## src/rtl/ram_tx_streamer_if.sv

```systemverilog
// Bundle between the dump controller, its RAM, the baud tick source
// and the UART line.
interface ram_tx_streamer_if;
    logic        start;
    logic        s_tick;
    logic [15:0] ram_addr;
    logic [7:0]  ram_dout;
    logic        tx;
    logic        busy;
    logic        tx_done_tick;
    logic        done;

    modport master (
        output start, s_tick, ram_dout,
        input  ram_addr, tx, busy, tx_done_tick, done
    );

    modport slave (
        input  start, s_tick, ram_dout,
        output ram_addr, tx, busy, tx_done_tick, done
    );
endinterface

```

## src/rtl/ram_tx_streamer.sv

```systemverilog
// Streams RAM addresses 0..NUM_BYTES-1 out of an 8N1 UART transmitter,
// one frame per byte, with a done pulse after the last stop bit.
module ram_tx_streamer #(
    parameter int NUM_BYTES = 63516,
    parameter int SB_TICK   = 16
) (
    input logic               clk,
    input logic               reset,
    ram_tx_streamer_if.slave  bus
);
    typedef enum logic [2:0] {
        IDLE, FETCH, LOAD, START, DATA, STOP, NEXT
    } state_t;

    localparam logic [15:0] LAST_ADDR = 16'(NUM_BYTES - 1);
    localparam logic [3:0]  SB_LAST   = 4'(SB_TICK - 1);

    state_t      r_state, w_state;
    logic [3:0]  r_tick, w_tick;
    logic [2:0]  r_bit, w_bit;
    logic [7:0]  r_shift, w_shift;
    logic [15:0] r_addr, w_addr;
    logic        r_tx, w_tx;
    logic        r_busy, w_busy;
    logic        r_txd, w_txd;
    logic        r_done, w_done;

    always_ff @(posedge clk or posedge reset) begin
        if (reset) begin
            r_state <= IDLE;
            r_tick  <= '0;
            r_bit   <= '0;
            r_shift <= '0;
            r_addr  <= '0;
            r_tx    <= 1'b1;
            r_busy  <= 1'b0;
            r_txd   <= 1'b0;
            r_done  <= 1'b0;
        end else begin
            r_state <= w_state;
            r_tick  <= w_tick;
            r_bit   <= w_bit;
            r_shift <= w_shift;
            r_addr  <= w_addr;
            r_tx    <= w_tx;
            r_busy  <= w_busy;
            r_txd   <= w_txd;
            r_done  <= w_done;
        end
    end

    always_comb begin
        w_state = r_state;
        w_tick  = r_tick;
        w_bit   = r_bit;
        w_shift = r_shift;
        w_addr  = r_addr;
        w_busy  = r_busy;
        w_txd   = 1'b0;
        w_done  = 1'b0;
        case (r_state)
            IDLE: begin
                w_busy = 1'b0;
                if (bus.start) begin
                    w_state = FETCH;
                    w_addr  = '0;
                    w_busy  = 1'b1;
                end
            end
            FETCH: w_state = LOAD;
            LOAD: begin
                w_shift = bus.ram_dout;
                w_tick  = '0;
                w_state = START;
            end
            START: begin
                if (bus.s_tick) begin
                    if (r_tick == 4'd15) begin
                        w_state = DATA;
                        w_tick  = '0;
                        w_bit   = '0;
                    end else begin
                        w_tick = r_tick + 4'd1;
                    end
                end
            end
            DATA: begin
                if (bus.s_tick) begin
                    if (r_tick == 4'd15) begin
                        w_tick  = '0;
                        w_shift = {1'b0, r_shift[7:1]};
                        if (r_bit == 3'd7) begin
                            w_state = STOP;
                        end else begin
                            w_bit = r_bit + 3'd1;
                        end
                    end else begin
                        w_tick = r_tick + 4'd1;
                    end
                end
            end
            STOP: begin
                if (bus.s_tick) begin
                    if (r_tick == SB_LAST) begin
                        w_txd   = 1'b1;
                        w_tick  = '0;
                        w_state = NEXT;
                    end else begin
                        w_tick = r_tick + 4'd1;
                    end
                end
            end
            NEXT: begin
                if (r_addr == LAST_ADDR) begin
                    w_done  = 1'b1;
                    w_addr  = '0;
                    w_busy  = 1'b0;
                    w_state = IDLE;
                end else begin
                    w_addr  = r_addr + 16'd1;
                    w_state = FETCH;
                end
            end
            default: w_state = IDLE;
        endcase
    end

    // Line level follows the next state so tx changes on the same edge
    // as the state that owns it.
    always_comb begin
        w_tx = 1'b1;
        case (w_state)
            START:   w_tx = 1'b0;
            DATA:    w_tx = w_shift[0];
            default: w_tx = 1'b1;
        endcase
    end

    assign bus.ram_addr     = r_addr;
    assign bus.tx           = r_tx;
    assign bus.busy         = r_busy;
    assign bus.tx_done_tick = r_txd;
    assign bus.done         = r_done;
endmodule

```

## src/flat_wrapper.sv

```systemverilog
// flat-port wrapper written by rule: the top's interface ports become plain ports
module ram_tx_streamer_flat 
#(
    parameter int NUM_BYTES = 63516,
    parameter int SB_TICK   = 16
)
  (clk, reset, bus_start, bus_s_tick, bus_ram_dout, bus_ram_addr, bus_tx, bus_busy, bus_tx_done_tick, bus_done);
  ram_tx_streamer_if bus_i ();
  input logic clk;
  input logic reset;
  input wire logic [$bits(bus_i.start)-1:0] bus_start;
  input wire logic [$bits(bus_i.s_tick)-1:0] bus_s_tick;
  input wire logic [$bits(bus_i.ram_dout)-1:0] bus_ram_dout;
  output wire logic [$bits(bus_i.ram_addr)-1:0] bus_ram_addr;
  output wire logic [$bits(bus_i.tx)-1:0] bus_tx;
  output wire logic [$bits(bus_i.busy)-1:0] bus_busy;
  output wire logic [$bits(bus_i.tx_done_tick)-1:0] bus_tx_done_tick;
  output wire logic [$bits(bus_i.done)-1:0] bus_done;
  assign bus_i.start = bus_start;
  assign bus_i.s_tick = bus_s_tick;
  assign bus_i.ram_dout = bus_ram_dout;
  assign bus_ram_addr = bus_i.ram_addr;
  assign bus_tx = bus_i.tx;
  assign bus_busy = bus_i.busy;
  assign bus_tx_done_tick = bus_i.tx_done_tick;
  assign bus_done = bus_i.done;
  ram_tx_streamer #(.NUM_BYTES(NUM_BYTES), .SB_TICK(SB_TICK)) u_core (.clk(clk), .reset(reset), .bus(bus_i));
endmodule
```

## config.mk

```make
export PLATFORM = sky130hd
export DESIGN_NAME = ram_tx_streamer_flat
export DESIGN_NICKNAME = d
export VERILOG_FILES = /design/src/rtl/ram_tx_streamer_if.sv /design/src/rtl/ram_tx_streamer.sv /design/src/flat_wrapper.sv
export SDC_FILE = /design/constraint.sdc
export NUM_CORES = 1
export LEC_CHECK = 0
export CORE_AREA = 2 2 96 98
export DETAILED_ROUTE_END_ITERATION = 7
export DIE_AREA = 0 0 98 100
export PLACE_DENSITY = 0.39
export RECOVER_POWER = 50
export SLEW_MARGIN = 20
export SYNTH_ARGS = -nofsm -noshare
export SYNTH_HDL_FRONTEND = slang
export SYNTH_SLANG_ARGS = --single-unit
```

## constraint.sdc

```tcl
create_clock -name clk -period 3.85 [get_ports clk]
set_clock_uncertainty 0.05 [all_clocks]
set_input_delay 0.5775 -clock clk [delete_from_list [all_inputs] [get_ports clk]]
set_output_delay 0.5775 -clock clk [all_outputs]
set_load 0.01 [all_outputs]
```

# --- Word level (Yosys, flattened, before mapping) ---
# Cells that the tools add are included.
op_classes:
  reduce_logical: 11
  eq_ne: 19
  n_mux: 34
  add_sub_neg: 3
op_table:
  columns: ["op", "count"]
  rows:
  - ["$mux W3", 13]
  - ["$mux W16", 2]
  - ["$pmux W16 S2", 1]
  - ["$pmux W3 S7", 1]
  - ["$add A16 B1 Y16 const B", 1]
  - ["$eq A16 B16 Y1 const B", 1]
  - ["$mux W8", 2]
  - ["$pmux W8 S2", 1]
  - ["$eq A3 B3 Y1 const B", 5]
  - ["$eq A3 B2 Y1 const B", 3]
  - ["$mux W1", 8]
  - ["$mux W4", 2]
  - ["$ne A2 B1 Y1 const B", 4]
  - ["$ne A2 B2 Y1 const B", 4]
  - ["$pmux W4 S2", 1]
  - ["$reduce_bool A2 Y1", 4]
  - ["$pmux W3 S2", 1]
  - ["$reduce_and A2 Y1", 3]
  - ["$reduce_and A6 Y1", 1]
  - ["$add A4 B1 Y4 const B", 1]
  - ["$eq A4 B4 Y1 const B", 1]
  - ["$pmux W1 S2", 2]
  - ["$add A3 B1 Y3 const B", 1]
  - ["$eq A3 B1 Y1 const B", 1]
  - ["3 further kinds", 3]
word_totals:
  out_inout_bits: 20
  elab_cells: 77
  ff_bits: 38

# --- Longest topological paths before layout ---
# Gate-level depths: netlist of run 1.
logic_depth:
  ltp_word: 7
  mapped_depth: 7

# --- Least setup slack after synthesis of run 1 ---
# OpenSTA, ideal clock, no wires.
synth_path:
  path_kind: "flip-flop to flip-flop"
  start: "register u_core.r_addr[0] (netlist: u_core.bus.ram_addr[0])"
  end: "register u_core.r_addr[9] (netlist: u_core.bus.ram_addr[9])"
  stages_incl_launch_ff: 8
  synth_period_minus_slack_ns: 1.818
  arrival_ns: 1.633
  path_slack_ns: 2.032
  path_cell_list: "dfrtp_1 -> ha_1 -> and4b_1 -> a41oi_2 -> buf_6 -> buf_4 -> a22oi_1 -> o31ai_1"
synth_between:
  elab_chain_len: 3
  elab_cells_between_ends: 4
  classes_between: "add/sub: 1; eq/ne: 1; mux: 2"
synth_rtl:
  columns: ["element", "line", "rtl"]
  rows:
  - ["from (decl)", "ram_tx_streamer.sv:22", "logic [15:0] r_addr, w_addr;"]
  - ["from (signal assigned)", "ram_tx_streamer.sv:44", "r_addr <= w_addr;"]
  - ["$add A16 B1 Y16 or $eq A16 B16 Y1 (tied branches)", "ram_tx_streamer.sv:120, ram_tx_streamer.sv:114", null]
  - ["$mux W16 *", "ram_tx_streamer.sv:114", "if (r_addr == LAST_ADDR) begin"]
  - ["$pmux W16 S2 *", "ram_tx_streamer.sv:61", "case (r_state)"]
# Mark *: on every way between the ends. The rest lies on a longest branch, timed or not.
# A chain may end at the register's enable or synchronous reset.

# --- Worst setup path in the final report of run 1 ---
layout_path:
  start: "input port bus_s_tick"
  end: "register u_core.r_tx (netlist: u_core.bus.tx)"
layout_between:
  elab_chain_len: 4
  elab_cells_between_ends: 9
  classes_between: "eq/ne: 2; mux: 7"
layout_rtl:
  columns: ["element", "line", "rtl"]
  rows:
  - ["from (decl)", "flat_wrapper.sv:12", "input wire logic [$bits(bus_i.s_tick)-1:0] bus_s_tick;"]
  - ["$mux W3, on equally long branches", "ram_tx_streamer.sv:103, ram_tx_streamer.sv:77, ram_tx_streamer.sv:88", null]
  - ["$pmux W3 S7 *", "ram_tx_streamer.sv:61", null]
  - ["via u_core.w_state[0]", "ram_tx_streamer.sv:18", "state_t r_state, w_state;"]
  - ["$eq A3 B3 Y1 or $eq A3 B2 Y1 (tied branches)", "ram_tx_streamer.sv:132", "case (w_state)"]
  - ["$pmux W1 S2 *", "ram_tx_streamer.sv:132", null]
  - ["via u_core.w_tx", "ram_tx_streamer.sv:23", "logic r_tx, w_tx;"]
  - ["to (signal assigned)", "ram_tx_streamer.sv:45", "r_tx <= w_tx;"]
  - ["to (decl)", "ram_tx_streamer.sv:23", null]
# The timed path passes the listed nets; every way through them passes the cells marked *. The select of a mux whose other input is x is not followed.

==> results of run 1 <==
[report_power, final]
part	internal, W	switching, W
registers	0.000545	0.000223
logic	0.000296	0.000242
clock network	0.000146	0.000146
[layer usage]
metal	share of wire	routed length (um)
met4	0.0044	24
met5	0	0
met2	0.50	2680
met1	0.46	2490
met3	0.036	196
[Yosys cell counts (2+ instances only)]
cell,n,area (um2)
a21o_1,6,45.0
a21oi_1,13,65.1
a221oi_1,4,35.0
a22o_1,6,52.6
a22oi_1,7,52.6
a31oi_1,11,68.8
and4_1,4,35.0
buf_2,6,30.0
buf_6,2,22.5
clkbuf_1,5,18.8
dfrtp_1,37,926
ha_1,4,50.1
inv_1,7,26.3
mux2_2,2,22.5
mux2i_1,2,20.0
nand2_1,35,131
nand2b_1,4,25.0
nand3_1,6,30.0
nand3b_1,2,15.0
nand4_1,7,43.8
nor2_1,14,52.6
nor2b_1,2,12.5
nor3_1,3,15.0
nor3b_1,3,22.5
o21ai_0,9,45.0
o31ai_1,3,22.5
[worst reg2reg max path, stage by stage, from the launching register on]
cell and delay (ns):
dfrtp_1 0.47, ha_1 0.33, and4b_1 0.23, a41oi_2 0.46, buf_4 0.32, a21bo_2 0.24
a31oi_1 0.15
[registers in the layout, indices dropped and copies added, names as in the netlist]
| register | flops |
|---|---|
| u_core.bus.busy | 1 |
| u_core.bus.done | 1 |
| u_core.bus.ram_addr | 16 |
| u_core.bus.tx | 1 |
| u_core.bus.tx_done_tick | 1 |
| u_core.r_bit | 3 |
| u_core.r_shift | 8 |
| u_core.r_state | 3 |
| u_core.r_tick | 4 |
[through the flow]
| step | setup slack [ns] | total power [W] | utilization | instance area [um2] | hold slack (ns) |
|---|---|---|---|---|---|
| final | 1.47 | 0.00160 | 0.294 | 2620 | 0.437 |
| after global routing | 1.33 | 0.00174 | 0.294 | 2620 | 0.460 |
| after CTS | 1.48 | 0.00163 | 0.295 | 2620 | 0.442 |
| after detailed placement | 1.25 | 0.00133 | 0.284 | 2530 | 0.419 |
| after global placement | 1.27 | 0.00132 | 0.284 | 2530 | 0.420 |
| after floorplan | 2.03 | 0.00107 | - | 2140 | 0.396 |
[cell type report]
cell class,instances,area (um2)
Timing Repair Buffer,34,329
Sequential cell,38,952
Clock buffer,8,90.1
Fill cell,967,6270
Inverter,7,26.3
Multi-Input combinational cell,170,1080
Tap cell,111,139
[worst paths after layout]
check / from / slack [ns] / to
min in group asynchronous: reset / 0.80 / u_core.bus.ram_addr[14]
setup reg to reg: u_core.bus.ram_addr[0] / 1.52 / u_core.bus.ram_addr[15]
setup / recovery: bus_s_tick / 1.47 / u_core.bus.tx
hold / removal: u_core.r_shift[1] / 0.44 / u_core.r_shift[1]
max in group asynchronous: reset / 2.57 / u_core.bus.tx
hold reg to reg: u_core.r_shift[1] / 0.44 / u_core.r_shift[1]
[logic make-up after synthesis]
logic type               Yosys count  share of synthesized area
AND/OR/NAND/NOR                   91                      0.229
AO/OA/AOI/OAI                     70                      0.228
flip-flops                        38                      0.445
buffers and inverters             22                     0.0514
multiplexers                       4                     0.0199
adder cells (fa/ha/maj)            4                     0.0234
XOR/XNOR                           1                    0.00409
==> flow_results.org, run 1 <==
** Status
- Outcome :: finished clean

** Place
- DP Cell Count :: 360
- Buffers on Ports :: 31
- At the end of routability-driven placement, the weighted congestion stood at 0.792.
- Half-perimeter wire length of the detailed placement result :: 3750 um

** Synth
- Each instance of the synthesized netlist takes up on average 9.31 um2.
- The synthesized netlist occupies a cell area of 0.00214 mm2.
- Count of flip-flops with a built-in enable after synthesis :: 0
- Number of synthesized register bits :: 38
- Sequential element share of the synthesized area :: 0.445
- Mapped Nets :: 246
- Fraction of synthesis flops using an asynchronous set or reset pin :: 1.00
- Yosys warning total :: 0
- The netlist uses 52 different library cells.
- Top FF cell, synth :: dfrtp_1
- Number of cells produced by synthesis :: 230

** Route
- Via count :: 1834
- Antenna viol nets, final :: 0
- In the routed design, unresolved DRC markers number 0.
- Post-detailed-route wirelength per cell :: 14.7 um
- Number of DRC markers in iteration 0 :: 67
- Drt total wl :: 5400 um
- In the routed layout, each cell is associated on average with a via count of 4.98.
- The first TritonRoute pass finished after 4 iterations.

** STA
- Setup Total Neg Slack :: 0 ns
- Worst Max-Slew Pin Slew :: 0.711 ns
- Of the available clock period, the critical path in the final layout requires 0.617.
- Setup repair after global routing left no endpoint under its margin.
- Based on the critical path, the design can be clocked at up to 0.421 GHz.
- The total count of hold-check failures in the final report is 0.
- Final setup violation count :: 0
- The worst path needs 2.38 ns of the cycle, external delays included.
- The worst pin sits at a relative slew slack of 0.526.
- The total count of max-transition violations in the final report was 0.

** Cells and area
- For this run, the post-layout net count is 272.
- For this run, the number of standard cells in the final layout without fillers is 368.
- Fraction of layout cells with a size suffix above 1 :: 0.0661
- Leaving out fill and tap cells, the most frequent cell in the layout is dfrtp_1.
- 0 antenna diodes ended up in the layout.
- In the layout the commonest cells are 37 x dfrtp_1, 35 x nand2_1, 26 x clkdlybuf4s50_1.
- Relative to the synthesized area, the layout overhead comes to 22.2%.

** Floorplanning
- Starting Density :: 0.241
- The die covers 0.00980 mm2.
- Standard-cell rows :: 35
- The die is 100 um tall.
- Core Footprint :: 0.00889 mm2
- The floorplan step set the die width to 98 um.
- For this design the top-level I/O count stands at 32.

** Critical path
- At the worst endpoint, the arrival time is 2.54 ns.
- Crit path cell chain :: dlygate4sd3_1 > and4_1 > mux2_2 > a311o_1 > mux2i_1
- The worst setup path is launched from an input port.
- In this design, the stage delay of the slowest critical-path cell is 0.62 ns.
- Critical path buffer and inverter count :: 1
- Max stage delay cell, worst path :: dlygate4sd3_1
- In this design, the largest share of critical-path delay is due to buffers and inverters.
- Data on the critical path is required at its endpoint by 4.01 ns.
- STA classifies the critical path endpoint as a register.
- The number of cells on the worst reg-to-reg path is 6.
- Critical Setup Path Class :: input port to register
- In this run the number of cells on the critical path is 5.
- Along the worst path, the maximum fanout reaches 11.

** CTS
- After clock tree synthesis, the repair step resized 0 gates.
- Counting the buffers created by CTS gives 5.
- Maximum clock path buffer count :: 2
- Level count of the clock H-tree :: 2
- Root Driver :: clkbuf_8
- Buffers inserted to repair hold after CTS numbered 0.
- Register clock-pin slew on the reported worst setup and hold paths :: 0.08 ns
- Clock sink count :: 38
- Clock latency on the worst-skew pair, taken at its later pin, is 0.29 ns.
- CTS tree :: yes
- Setup repair bufs after CTS :: 0

** Min path
- Along the worst hold path, the cell count comes to 2.
- The worst hold path belongs to the class register to register.

** Global routing
- The via count of the first global-routing pass is 1827.
- GR met1 Demand/Resource :: 0.150
- In the global route stage, overall resource usage came out at 0.116.
- For this run, global-route usage on met3 was measured as 0.0244.
- Gr ovfl total :: 0
- Entering global routing, the biggest net connects 39 pins.
- In the global route stage, met2 resource usage came out at 0.198.
- The first global-routing pass estimated 9190 um of wire.
- met2 is the most crowded layer.
- Initial antenna violation count :: 0

** Pwr
- Leakage power :: 1.05 nW
- Power spread over the standard cell area amounts to 611 mW/mm2.
- The worst-case IR drop observed on VDD is 0.173 mV.

** Flow run
- Max-cap check violation count :: 0
Note: power is estimated with default switching activity, not from simulation.
==> run 2, diff against run 1 <==
==> constraint.sdc (replaced) <==
create_clock -name clk -period 2.5 [get_ports clk]
set_clock_uncertainty 0.05 [all_clocks]
set_input_delay 0.375 -clock clk [delete_from_list [all_inputs] [get_ports clk]]
set_output_delay 0.375 -clock clk [all_outputs]
set_load 0.01 [all_outputs]
==> run 2 against run 1 <==
Sequential power up 50%. Via count up 0.11%. Flip-flop and latch count unchanged. Hold slack worse by 0.0056 ns. Non-clock buffer count up 6. Final cell count up 1.6%. Register-to-register slack worse by 1.1 ns. Die area unchanged. Wire length up 1.9%. Clock power up 78%. Setup slack worse by 1.0 ns. Cell area up 2.4%. Critical path type is now register to register. Critical endpoint is now u_core.bus.ram_addr[15]. Largest power group unchanged.
==> flow_results.org, run 2 (synthesis gave the netlist of run 1 again) <==
** Status
- Outcome :: finished clean

** STA
- Setup repair after global routing left no endpoint under its margin.
- The worst pin sits at a relative slew slack of 0.326.
- Final critical delay including setup and external delays :: 2.04 ns
- Count of endpoints failing hold in the final timing report :: 0
- Final setup violation count :: 0
- The total count of max-transition violations in the final report came to 0.
- In the final timing run, aggregate negative setup slack is 0 ns.
- Dividing the final minimum period by the clock period gives 0.818.
- Worst Max-Slew Pin Slew :: 1.01 ns
- Timing would allow up to 0.489 GHz.

** Route
- Via count :: 1836
- In this run, the number of DRC markers left after iteration 0 of detailed routing was 65.
- Number of remaining DRC errors :: 0
- Number of iterations in the first detailed-routing pass :: 4
- The final layout contains routed wiring with a total length of 5500 um.
- Antenna viol nets, final :: 0
- Detailed-route vias per instance :: 4.91
- After detailed routing, the average wire length per cell comes to 14.7 um.

** Floorplanning
- 32 I/O pins were placed.
- The floorplan has 35 rows.
- Core Footprint :: 0.00889 mm2
- The initial utilization of the core area, before any placement, comes to 0.241.
- The die covers 0.00980 mm2.
- Die boundary height :: 100 um
- Die width :: 98 um

** Cells and area
- Post-synthesis to final-layout area growth :: 25.1%
- # diodes :: 0
- The library cell used most frequently in the layout, excluding fill and tap cells, is dfrtp_1.
- Fraction of layout cells with a size suffix above 1 :: 0.0951
- The register with the most flip-flops in the layout has 16 of them.
- Core utilization of the finished layout :: 0.301
- In the final design database the tool counted 278 nets.
- In the layout the commonest cells are 37 x dfrtp_1, 35 x nand2_1, 26 x clkdlybuf4s50_1.

** CTS
- The H-tree generated during clock tree synthesis spans 2 levels.
- Gates resized during post-CTS repair numbered 0.
- After clock tree synthesis, the clock-pin slew on the worst setup and hold paths is 0.08 ns.
- Setup repair bufs after CTS :: 0
- Inserted Clock Buffers :: 5
- CTS tree :: yes
- Root Driver :: clkbuf_8
- The clock passes through at most 2 buffers.
- Clock sink count :: 38
- CTS hold repair buffers :: 0
- At the later pin of the worst-skew pair, clock insertion delay measures 0.31 ns.

** Critical path
- Arrival time of data at the critical path endpoint :: 2.22 ns
- The worst setup path is of the register to register kind.
- Startpoint class of the critical path :: register
- STA puts the critical path data required time at 2.68 ns.
- CP max FO :: 20
- Critical path capture point type :: register

** Flow run
- Max-cap check violation count :: 0

** Global routing
- Overall routing resource usage :: 0.120
- The initial antenna violation count is 0.
- Wire length of the first global-routing pass :: 9370 um
- The via count of the first global-routing pass came to 1856.
- Gr ovfl total :: 0
- Entering global routing, the biggest net connects 39 pins.

** Pwr
- The share of total power dissipated in the clock network is 0.203.
- Of the total power, combinational logic draws 0.348.
- In this run the power density over the cells is 959 mW/mm2.
- Internal Pwr Total :: 0.00160 W
- Of the total power, the share spent switching nets is 0.377.
- Leakage power :: 1.10 nW
- For this design the total switching power over the nets is 0.000968 W.
- Worst supply voltage drop on vdd :: 0.299 mV
- Sequential group share of total power :: 0.449

** Place
- At the end of routability-driven placement, the weighted congestion stood at 0.789.
- Buffers on Ports :: 31
- Half-perimeter wire length of the detailed placement result :: 3870 um

** Min path
- Worst min-delay path category :: register to register
[run 2: cell types whose count changed in the layout (fill, tap and decap cells not counted), sizes merged]
cell | before | now
buf | 2 | 7
clkbuf | 9 | 10
[run 2: final timing paths]
kind | startpoint | cells past startpoint | slack (ns) | end
max | u_core.bus.ram_addr[1] | 6 | 0.46 | u_core.bus.ram_addr[15]
min | u_core.r_shift[2] | 2 | 0.43 | u_core.r_shift[2]
max reg2reg | u_core.bus.ram_addr[1] | 6 | 0.46 | u_core.bus.ram_addr[15]
min reg2reg | u_core.r_shift[2] | 2 | 0.43 | u_core.r_shift[2]
max in group asynchronous | reset | 3 | 1.01 | u_core.r_shift[6]
min in group asynchronous | reset | 3 | 0.77 | u_core.bus.ram_addr[14]
[run 2: through the flow]
stage	total power (W)	hold WS, ns	setup WS (ns)	area (um2)	std cells
6_report	0.00257	0.432	0.455	2680	374
5_1_grt	0.00278	0.464	0.251	2680	374
4_1_cts	0.00262	0.436	0.458	2680	374
3_5_place_dp	0.00209	0.415	0.312	2570	366
3_3_place_gp	0.00209	0.415	0.354	2570	366
2_1_floorplan	0.00165	0.396	0.682	2140	230
[run 2: layout make-up]
| type | instances | area [um2] |
|---|---|---|
| Sequential cell | 38 | 952 |
| Multi-Input combinational cell | 170 | 1080 |
| Tap cell | 111 | 139 |
| Inverter | 7 | 26.3 |
| Timing Repair Buffer | 40 | 372 |
| Fill cell | 956 | 6210 |
| Clock buffer | 8 | 110 |
[run 2: power groups by stage]
| stage | Combinational, W | Sequential, W | Clock (W) |
|---|---|---|---|
| 3_3_place_gp | 0.000914 | 0.00118 | 0 |
| 5_1_grt | 0.00101 | 0.00121 | 0.000561 |
| 6_report | 0.000894 | 0.00115 | 0.000521 |
| 2_1_floorplan | 0.000551 | 0.00110 | 0 |
| 3_5_place_dp | 0.000915 | 0.00117 | 0 |
| 4_1_cts | 0.000918 | 0.00116 | 0.000545 |
[run 2: worst max-delay path, cell delays in order (launching register included)]
cell	delay [ns]
dfrtp_1	0.46
ha_1	0.32
and4b_1	0.24
a41oi_2	0.22
buf_4	0.27
a21bo_2	0.24
a31oi_1	0.17
[run 2: metal layers]
layer | vias up | global-route usage | part of all wire | wire (um)
met5 | - | 0 | 0 | 0
met4 | 0 | 0.0449 | 0.015 | 85
met3 | 8 | 0.0237 | 0.028 | 156
met2 | 27 | 0.205 | 0.50 | 2770
met1 | 885 | 0.150 | 0.45 | 2490
li1 | 916 | - | - | -
